==> src/rtl/seq_gen_tx_pkg.sv <==
// Shared types and default widths for the serial pattern transmitter.
// Imported by the interface, the shift register and the control block.
package seq_gen_tx_pkg;

  localparam int DEF_WIDTH = 8;
  localparam int DEF_LEN_W = 4;
  localparam int DEF_REP_W = 4;
  localparam int DEF_GAP_W = 4;

  typedef enum logic [1:0] {
    S_IDLE,
    S_SHIFT,
    S_GAP,
    S_DONE
  } state_t;

endpackage

==> src/rtl/seq_gen_tx_if.sv <==
// Control/data bundle between a pattern source and the transmitter.
// master drives the request fields, slave returns the serial stream.
interface seq_gen_tx_if
  import seq_gen_tx_pkg::*;
#(
  parameter int WIDTH = DEF_WIDTH,
  parameter int LEN_W = DEF_LEN_W,
  parameter int REP_W = DEF_REP_W,
  parameter int GAP_W = DEF_GAP_W
);

  logic             start;
  logic [WIDTH-1:0] pattern;
  logic [LEN_W-1:0] patLen;
  logic [REP_W-1:0] reps;
  logic [GAP_W-1:0] gapLen;
  logic             serOut;
  logic             busy;
  logic             done;

  modport master (
    output start, pattern, patLen,
    output reps, gapLen,
    input  serOut, busy, done
  );

  modport slave (
    input  start, pattern, patLen,
    input  reps, gapLen,
    output serOut, busy, done
  );

endinterface

==> src/rtl/seq_shift_reg.sv <==
// Loadable left-shift register; load aligns bit len-1 to the MSB.
// o_load_msb exposes the first bit of the word being loaded.
module seq_shift_reg #(
  parameter int WIDTH = 8,
  parameter int LEN_W = 4
) (
  input  logic             clk,
  input  logic             rst,
  input  logic             i_load,
  input  logic             i_shift,
  input  logic [WIDTH-1:0] i_din,
  input  logic [LEN_W-1:0] i_len,
  output logic             o_load_msb,
  output logic             o_msb
);

  logic [LEN_W-1:0] w_sh;
  logic [WIDTH-1:0] w_aligned;
  logic [WIDTH-1:0] r_q;

  assign w_sh       = LEN_W'(WIDTH) - i_len;
  assign w_aligned  = i_din << w_sh;
  assign o_load_msb = w_aligned[WIDTH-1];
  assign o_msb      = r_q[WIDTH-1];

  // The MSB goes out on load, so keep only the bits still to send.
  always_ff @(posedge clk) begin
    if (rst) begin
      r_q <= '0;
    end else if (i_load) begin
      r_q <= w_aligned << 1;
    end else if (i_shift) begin
      r_q <= r_q << 1;
    end
  end

endmodule

==> src/rtl/seq_gen_tx.sv <==
// Serial pattern transmitter: MSB-first, with repeat count and idle gap.
// Control FSM and counters; bit storage lives in seq_shift_reg.
module seq_gen_tx
  import seq_gen_tx_pkg::*;
#(
  parameter int WIDTH = DEF_WIDTH,
  parameter int LEN_W = DEF_LEN_W,
  parameter int REP_W = DEF_REP_W,
  parameter int GAP_W = DEF_GAP_W
) (
  input  logic         clk,
  input  logic         rst,
  seq_gen_tx_if.slave  bus
);

  state_t           r_state;
  logic [WIDTH-1:0] r_pat;
  logic [LEN_W-1:0] r_len;
  logic [GAP_W-1:0] r_gap;
  logic [LEN_W-1:0] r_bit_cnt;
  logic [REP_W-1:0] r_rep_cnt;
  logic [GAP_W-1:0] r_gap_cnt;
  logic             r_ser;
  logic             r_busy;
  logic             r_done;

  logic [LEN_W-1:0] w_len_eff;
  logic [REP_W-1:0] w_reps_eff;
  logic             w_accept;
  logic             w_reload;
  logic             w_load;
  logic             w_shift;
  logic [WIDTH-1:0] w_din;
  logic [LEN_W-1:0] w_dlen;
  logic             w_load_msb;
  logic             w_msb;

  always_comb begin
    w_len_eff = bus.patLen;
    if (bus.patLen == '0 || int'(bus.patLen) > WIDTH)
      w_len_eff = LEN_W'(WIDTH);
  end

  assign w_reps_eff = (bus.reps == '0) ? REP_W'(1) : bus.reps;

  assign w_accept = (r_state == S_IDLE) && bus.start;
  assign w_reload =
    ((r_state == S_SHIFT) && (r_bit_cnt == '0) &&
     (r_rep_cnt != '0) && (r_gap == '0)) ||
    ((r_state == S_GAP) && (r_gap_cnt == '0));
  assign w_load  = w_accept || w_reload;
  assign w_shift = (r_state == S_SHIFT) && (r_bit_cnt != '0);
  assign w_din   = w_accept ? bus.pattern : r_pat;
  assign w_dlen  = w_accept ? w_len_eff : r_len;

  seq_shift_reg #(
    .WIDTH (WIDTH),
    .LEN_W (LEN_W)
  ) u_sreg (
    .clk        (clk),
    .rst        (rst),
    .i_load     (w_load),
    .i_shift    (w_shift),
    .i_din      (w_din),
    .i_len      (w_dlen),
    .o_load_msb (w_load_msb),
    .o_msb      (w_msb)
  );

  // Counters hold "remaining after the current one", so zero is terminal.
  always_ff @(posedge clk) begin
    if (rst) begin
      r_state   <= S_IDLE;
      r_pat     <= '0;
      r_len     <= '0;
      r_gap     <= '0;
      r_bit_cnt <= '0;
      r_rep_cnt <= '0;
      r_gap_cnt <= '0;
      r_ser     <= 1'b0;
      r_busy    <= 1'b0;
      r_done    <= 1'b0;
    end else begin
      unique case (r_state)
        S_IDLE: begin
          r_ser <= 1'b0;
          if (bus.start) begin
            r_pat     <= bus.pattern;
            r_len     <= w_len_eff;
            r_gap     <= bus.gapLen;
            r_bit_cnt <= w_len_eff - 1'b1;
            r_rep_cnt <= w_reps_eff - 1'b1;
            r_ser     <= w_load_msb;
            r_busy    <= 1'b1;
            r_state   <= S_SHIFT;
          end
        end
        S_SHIFT: begin
          if (r_bit_cnt != '0) begin
            r_ser     <= w_msb;
            r_bit_cnt <= r_bit_cnt - 1'b1;
          end else if (r_rep_cnt == '0) begin
            r_ser   <= 1'b0;
            r_done  <= 1'b1;
            r_state <= S_DONE;
          end else if (r_gap == '0) begin
            r_ser     <= w_load_msb;
            r_bit_cnt <= r_len - 1'b1;
            r_rep_cnt <= r_rep_cnt - 1'b1;
          end else begin
            r_ser     <= 1'b0;
            r_gap_cnt <= r_gap - 1'b1;
            r_state   <= S_GAP;
          end
        end
        S_GAP: begin
          if (r_gap_cnt != '0) begin
            r_gap_cnt <= r_gap_cnt - 1'b1;
          end else begin
            r_ser     <= w_load_msb;
            r_bit_cnt <= r_len - 1'b1;
            r_rep_cnt <= r_rep_cnt - 1'b1;
            r_state   <= S_SHIFT;
          end
        end
        S_DONE: begin
          r_done  <= 1'b0;
          r_busy  <= 1'b0;
          r_state <= S_IDLE;
        end
      endcase
    end
  end

  assign bus.serOut = r_ser;
  assign bus.busy   = r_busy;
  assign bus.done   = r_done;

endmodule

==> src/flat_wrapper.sv <==
// flat-port wrapper written by rule: the top's interface ports become plain ports
module seq_gen_tx_flat import seq_gen_tx_pkg::*;
#(
  parameter int WIDTH = DEF_WIDTH,
  parameter int LEN_W = DEF_LEN_W,
  parameter int REP_W = DEF_REP_W,
  parameter int GAP_W = DEF_GAP_W
)
  (clk, rst, bus_start, bus_pattern, bus_patLen, bus_reps, bus_gapLen, bus_serOut, bus_busy, bus_done);
  seq_gen_tx_if #(.WIDTH(WIDTH), .LEN_W(LEN_W), .REP_W(REP_W), .GAP_W(GAP_W)) bus_i ();
  input  logic clk;
  input  logic rst;
  input wire logic [$bits(bus_i.start)-1:0] bus_start;
  input wire logic [$bits(bus_i.pattern)-1:0] bus_pattern;
  input wire logic [$bits(bus_i.patLen)-1:0] bus_patLen;
  input wire logic [$bits(bus_i.reps)-1:0] bus_reps;
  input wire logic [$bits(bus_i.gapLen)-1:0] bus_gapLen;
  output wire logic [$bits(bus_i.serOut)-1:0] bus_serOut;
  output wire logic [$bits(bus_i.busy)-1:0] bus_busy;
  output wire logic [$bits(bus_i.done)-1:0] bus_done;
  assign bus_i.start = bus_start;
  assign bus_i.pattern = bus_pattern;
  assign bus_i.patLen = bus_patLen;
  assign bus_i.reps = bus_reps;
  assign bus_i.gapLen = bus_gapLen;
  assign bus_serOut = bus_i.serOut;
  assign bus_busy = bus_i.busy;
  assign bus_done = bus_i.done;
  seq_gen_tx #(.WIDTH(WIDTH), .LEN_W(LEN_W), .REP_W(REP_W), .GAP_W(GAP_W)) u_core (.clk(clk), .rst(rst), .bus(bus_i));
endmodule
==> config.mk <==
export PLATFORM = sky130hd
export DESIGN_NAME = seq_gen_tx_flat
export DESIGN_NICKNAME = d
export VERILOG_FILES = /design/src/rtl/seq_gen_tx_pkg.sv /design/src/rtl/seq_gen_tx_if.sv /design/src/rtl/seq_shift_reg.sv /design/src/rtl/seq_gen_tx.sv /design/src/flat_wrapper.sv
export SDC_FILE = /design/constraint.sdc
export NUM_CORES = 1
export LEC_CHECK = 0
export ABC_AREA = 1
export CAP_MARGIN = 15
export CORE_MARGIN = 4
export CORE_UTILIZATION = 30
export DETAILED_ROUTE_END_ITERATION = 8
export PLACE_DENSITY = 0.58
export SETUP_SLACK_MARGIN = 0.3
export SLEW_MARGIN = 10
export SYNTH_ARGS = -nofsm -noshare
export SYNTH_HDL_FRONTEND = slang
export SYNTH_SLANG_ARGS = --single-unit
==> constraint.sdc <==
create_clock -name clk -period 2.22 [get_ports clk]
set_clock_uncertainty 0.05 [all_clocks]
set_input_delay 0.222 -clock clk [delete_from_list [all_inputs] [get_ports clk]]
set_output_delay 0.222 -clock clk [all_outputs]
set_load 0.05 [all_outputs]
==> qor.yml, run 1 <==
drt:
  dr_total_vias: 2563
  dr.pass1.iters: 4
  routed_wl_um: 6670
  dr.first_iter.drc_count: 108
  ant_nets: 0
  drc: 0
  wl_per_cell_um: 12.4
  viasPerCell: 4.76
global_route:
  grt_max_degree: 25
  antenna_found_initial: 0
  overflow: 0
  grt_pass1_vias: 2437
  gr-usage-all-layers_pct: 13.1
  grt_pass1_wl_um: 10800
finish:
  final_cells: 538
  antenna_cells: 0
  fin_nets: 467
  nFillCells: 857
  drive_gt1_share_pct: 22.9
  layout_common_cells: "nand2_1, nor2_1, o21ai_0, dfxtp_1, inv_1"
  syn2layout_area_growth_pct: 36.3
  layout_commonest_cell: "nand2_1"
clock_network:
  root_buffer: "clkbuf_8"
  cts_tree: "yes"
  clockBufferDepth: 2
  cts_sinks: 40
  htreeDepth: 2
  cts_buffers: 5
  clkTransAtPathRegs_ps: 90
  postCtsHoldBufs: 0
  worstSkewPairLatency_ps: 300
synthesis:
  ys_seq_area_share_pct: 31.5
  synth_xor_area_share_pct: 3.40
  synth_nets: 424
  synth.area.mux_share_pct: 0.394
  ys_ff_latch: 40
  syn_area_per_cell_sq_um: 6.53
  synth-adder-area-share_pct: 5.91
  synthCells: 389
  synth_top_area_share_pct: 31.5
  yosys-top-cells-area: "dfxtp_1, nand2_1, o21ai_0"
  synth_top_family_by_area: "simple AND/OR/NAND/NOR gates"
  yosysWarnings: 0
  synth_compound_area_share_pct: 17.6
  netlist.top_cell.by_area: "dfxtp_1"
  synth-simple-area-share_pct: 31.7
  synth_cell_types: 36
  synthesis.area_sq_um: 2540
placed_design:
  place.gp.congestion: 0.861
  dp_cells: 517
  post-dp-hpwl_um: 4740
  io_buffers: 25
run_status:
  status: "finished, final reports clean"
job:
  max-cap-violations: 0
setup_path:
  endpoint_kind: "flop"
  path_max_fanout: 8
  arrival_ps: 2100
  cp_slowest_stage_delay_ps: 380
  worstPathCellList: "inv_4 -> ha_4 -> nand2_8 -> inv_8 -> nand2_4 -> nand2_4 -> ha_4 -> buf_6 -> nand3_4 -> nand3_2 -> nand3_2 -> a21oi_2"
  cp-start-kind: "flop"
  critPathRequiredTime_ps: 2400
  critPathKind: "flop to flop"
  critPathSlowestCell: "dfxtp_4"
die:
  coreArea_sq_um: 8220
  num_io_pins: 26
  dieWidth_um: 100
  die_area_sq_um: 10000
  row_count: 33
  start_util_pct: 30.9
  fp.dieH_um: 100
timing:
  hold_viol_final: 0
  setup_viol: 0
  min_period_ps: 1920
  slew_headroom_pct: 66.3
  maxSlewViolCount: 0
  hold_slack_ps: 417
  fmax_mhz: 522
  tightest_slew_ps: 503
  min_period_over_period_pct: 86.4
  rsz0062_at_grt: "true"
  tns_ps: 0
worst_hold_path:
  hp-class: "flop to flop"
power:
  p_total_mw: 5.27
  ir_worst_vdd_v: 0.000596
  powerDensity_nw_per_um2: 1520
  p_leak_nw: 1.50
[path summary, 6_finish.rpt]
path / start / to / slack, ps / cells past startpoint
setup / recovery: u_core.r_state[0] / u_core.bus.serOut / 300 / 12
hold / removal: u_core.r_gap[3] / u_core.r_gap[3] / 420 / 2
setup reg to reg: u_core.r_state[0] / u_core.bus.serOut / 300 / 12
hold reg to reg: u_core.r_gap[3] / u_core.r_gap[3] / 420 / 2
[layout make-up]
| cell class | instances | area [sq um] | share of cell area [%] |
|---|---|---|---|
| repair buffers | 49 | 483 | 13.9 |
| clock inverters | 2 | 10.0 | 0.289 |
| well taps | 105 | 131 | 3.79 |
| multi-input cells | 292 | 1760 | 50.9 |
| clock buffers | 6 | 82.6 | 2.38 |
| inverters | 44 | 185 | 5.35 |
| flip-flops and latches | 40 | 808 | 23.3 |
[metrics by stage]
step | cell area [sq um] | util, % | worst slack, ps
CTS | 3100 | 37.8 | 286
floorplan | 2590 | - | 309
finish | 3460 | 42.2 | 303
detailed placement | 2970 | 36.1 | 118
global placement | 2970 | 36.1 | 114
global route | 3460 | 42.2 | 210
[flip-flops by register name, indices dropped and copies added, names as in the netlist]
register	cells
u_core.bus.serOut	1
u_core.u_sreg.r_q	7
u_core.r_len	4
u_core.r_gap	4
u_core.bus.done	1
u_core.r_bit_cnt	4
u_core.r_state	2
u_core.bus.busy	1
u_core.r_pat	8
u_core.r_gap_cnt	4
u_core.r_rep_cnt	4
[worst max-delay path, delay by kind of cell (launching register included)]
kind	cells	cell delay, ps
compound gates	1	140
fa+ha+maj	2	530
buf+inv	3	240
flops	1	380
simple gates	6	520
[what timing repair did]
action,CTS,global route
gates resized for setup,5,77
setup buffers,3,9
pin swaps,2,22
gates cloned,0,1
hold endpoints to repair,0,0
setup endpoints to repair,7,21
[cells in the mapped netlist]
| library cell | count |
|---|---|
| o21bai_1 | 1 |
| nand4_1 | 3 |
| o21ai_4 | 1 |
| a21oi_1 | 26 |
| nand3b_1 | 1 |
| o211ai_1 | 1 |
| nand4_2 | 1 |
| and3_1 | 1 |
| clkbuf_1 | 4 |
| or2_2 | 1 |
| xnor2_1 | 2 |
| nor3_1 | 3 |
| a31oi_1 | 1 |
| ha_1 | 12 |
| buf_2 | 4 |
| o21ai_0 | 45 |
| dfxtp_1 | 40 |
| nor2_2 | 1 |
| o21ai_1 | 1 |
| a21oi_4 | 1 |
| nor2_4 | 1 |
| nand2_2 | 6 |
| inv_2 | 4 |
| o21a_1 | 2 |
| buf_1 | 1 |
| nand2_1 | 95 |
| buf_6 | 2 |
| xnor2_2 | 1 |
| xor2_1 | 6 |
| nor2_1 | 42 |
| mux2i_1 | 1 |
| inv_1 | 40 |
| nand3_1 | 34 |
| a311oi_1 | 1 |
| buf_4 | 2 |
| a21oi_2 | 1 |
[kinds of logic after synthesis]
logic type	after synthesis
XOR/XNOR	9
AO/OA/AOI/OAI	81
adder cells (fa/ha/maj)	12
AND/OR/NAND/NOR	189
flip-flops	40
buffers and inverters	57
multiplexers	1
[where the power goes]
part           total [mW]  internal, mW  switching (mW)
clock network       0.514         0.248           0.266
registers            1.10         0.968           0.136
logic                3.65          1.49            2.15
[routing by layer]
layer  GRT usage, %  part of all wire (%)  up-vias
met1           16.8                    44     1173
met4           3.73                  0.93        0
met5              0                     0        -
met3           2.22                   3.9        7
met2           22.5                    51       39
li1               -                     -     1344
No activity file was read; power rests on OpenSTA's default activity.
==> run 2, diff against run 1 <==
SETUP_SLACK_MARGIN = default   (was 0.3)
==> run 2 against run 1 <==
- maximum frequency shrank 4.0%
- clock power about the same
- global-route usage up 0.25 points
- clock-buffer cell count did not move
==> qor.yml, run 2 (synthesis gave the netlist of run 1 again) <==
timing:
  hold_viol_final: 0  # unchanged
  rsz0062_at_grt: "false"
  min_period_over_period_pct: 90.0  # +3.6 points
  min_period_ps: 2000  # +80.2 ps
  fmax_mhz: 501  # -4.0%
  tightest_slew_ps: 503  # -0.828 ps
  slew_headroom_pct: 66.4  # about the same
  maxSlewViolCount: 0  # unchanged
  tns_ps: 0  # unchanged
  setup_viol: 0  # unchanged
die:
  fp.dieH_um: 100  # unchanged
  die_area_sq_um: 10000  # unchanged
  dieWidth_um: 100  # unchanged
  row_count: 33  # unchanged
  coreArea_sq_um: 8220  # unchanged
  start_util_pct: 30.9  # unchanged
  num_io_pins: 26  # unchanged
global_route:
  grt_pass1_wl_um: 11000  # +1.9%
  grt_max_degree: 24  # -4.0%
  overflow: 0  # unchanged
  gr-usage-all-layers_pct: 13.3  # +0.25 points
  grt_pass1_vias: 2451  # +0.57%
  antenna_found_initial: 0  # unchanged
finish:
  largest_reg_flops: 8  # unchanged
  antenna_cells: 0  # unchanged
  layout_common_cells: "nand2_1, o21ai_0, nor2_1, dfxtp_1, inv_1"
  regMostFlops: "u_core.r_pat"
  fin_nets: 459  # -1.7%
  reg.largest.list: "u_core.r_pat x8, u_core.u_sreg.r_q x7"
  syn2layout_area_growth_pct: 21.0
  nFillCells: 901  # +5.1%
  layout_commonest_cell: "nand2_1"
  drive_gt1_share_pct: 10.6  # -12 points
setup_path:
  path_max_fanout: 7  # -1
  cp-start-kind: "flop"
  endpoint_kind: "flop"
  arrival_ps: 2180  # +80 ps
  critPathRequiredTime_ps: 2400  # about the same
  critPathKind: "flop to flop"
clock_network:
  worstSkewPairLatency_ps: 290  # about the same
  cts_buffers: 5  # unchanged
  clockBufferDepth: 2  # unchanged
  cts_tree: "yes"
  cts_sinks: 40  # unchanged
  cts_resized: 0  # -5
  htreeDepth: 2  # unchanged
  postCtsHoldBufs: 0  # unchanged
  clkTransAtPathRegs_ps: 80  # about the same
  root_buffer: "clkbuf_8"
  cts_setup_buffers: 0  # -3
placed_design:
  place.gp.congestion: 0.861  # about the same
  io_buffers: 25  # unchanged
  post-dp-hpwl_um: 4990  # +5.3%
power:
  powerDensity_nw_per_um2: 1450  # -4.3%
  p_total_mw: 4.47  # -15%
  ir_worst_vdd_v: 0.000455  # -24%
  p_leak_nw: 1.39  # -7.7%
drt:
  wl_per_cell_um: 12.1  # -2.6%
  dr_total_vias: 2524  # -1.5%
  viasPerCell: 4.76  # about the same
  ant_nets: 0  # unchanged
  drc: 0  # unchanged
  dr.first_iter.drc_count: 90  # -17%
  routed_wl_um: 6400  # -4.0%
  dr.pass1.iters: 4  # unchanged
worst_hold_path:
  hp-class: "flop to flop"
run_status:
  status: "finished, final reports clean"
job:
  max-cap-violations: 0  # unchanged
-- run 2: cell count changes in the layout (fill, tap and decap cells not counted), sizes merged --
cell | before | now
buf | 23 | 16
clkbuf | 7 | 6
-- run 2: cell type report --
type                            count  area, sq um  share of cell area, %
Tap cell                          105          131                   4.27
Multi-Input combinational cell    292         1510                   49.2
Timing Repair Buffer               41          370                   12.0
Clock inverter                      2         10.0                  0.326
Sequential cell                    40          801                   26.0
Inverter                           44          165                   5.37
Clock buffer                        6         82.6                   2.69
-- run 2: path summary, 6_finish.rpt --
check	start	end	slack [ps]	cells after the start
max	u_core.r_state[0]	u_core.bus.serOut	220	12
min	u_core.r_pat[6]	u_core.r_pat[6]	420	2
max reg2reg	u_core.r_state[0]	u_core.bus.serOut	220	12
min reg2reg	u_core.r_pat[6]	u_core.r_pat[6]	420	2
-- run 2: worst max-delay path: stages, from the launching register on --
cell	delay [ps]
dfxtp_1	330
inv_1	70
ha_1	250
nand2_2	130
inv_2	60
nand2_1	60
nand2_1	100
ha_4	320
buf_4	140
nand3_1	100
nand3_1	100
nand3_1	90
a21oi_1	130
-- run 2: stage by stage --
stage	instances	hold WS [ps]	util, %	instance area, sq um	worst slack [ps]
2_1_floorplan	389	337	-	2540	65.8
3_3_place_gp	522	408	36.1	2970	108
3_5_place_dp	522	412	36.1	2970	18.7
4_1_cts	530	424	37.2	3060	86.1
5_1_grt	530	442	37.4	3070	17.8
6_report	530	420	37.4	3070	223
-- run 2: per-layer routing --
layer | GRT usage [%] | wire length, um | vias to the layer above
li1 | - | - | 1338
met1 | 17.6 | 3180 | 1142
met2 | 22.2 | 2930 | 38
met3 | 2.64 | 209 | 6
met4 | 3.52 | 73 | 0
met5 | 0 | 0 | -
-- run 2: power by group --
part	switching, mW	internal, mW
Combinational	1.79	1.10
Sequential	0.115	0.960
Clock	0.263	0.248
==> run 3, diff against run 2 <==
ABC_CLOCK_PERIOD_IN_PS = 2220   (was default)
TNS_END_PERCENT = 30   (was default)
==> results of run 3 <==
Final layout, timing and power as in run 2 (identical DEF).
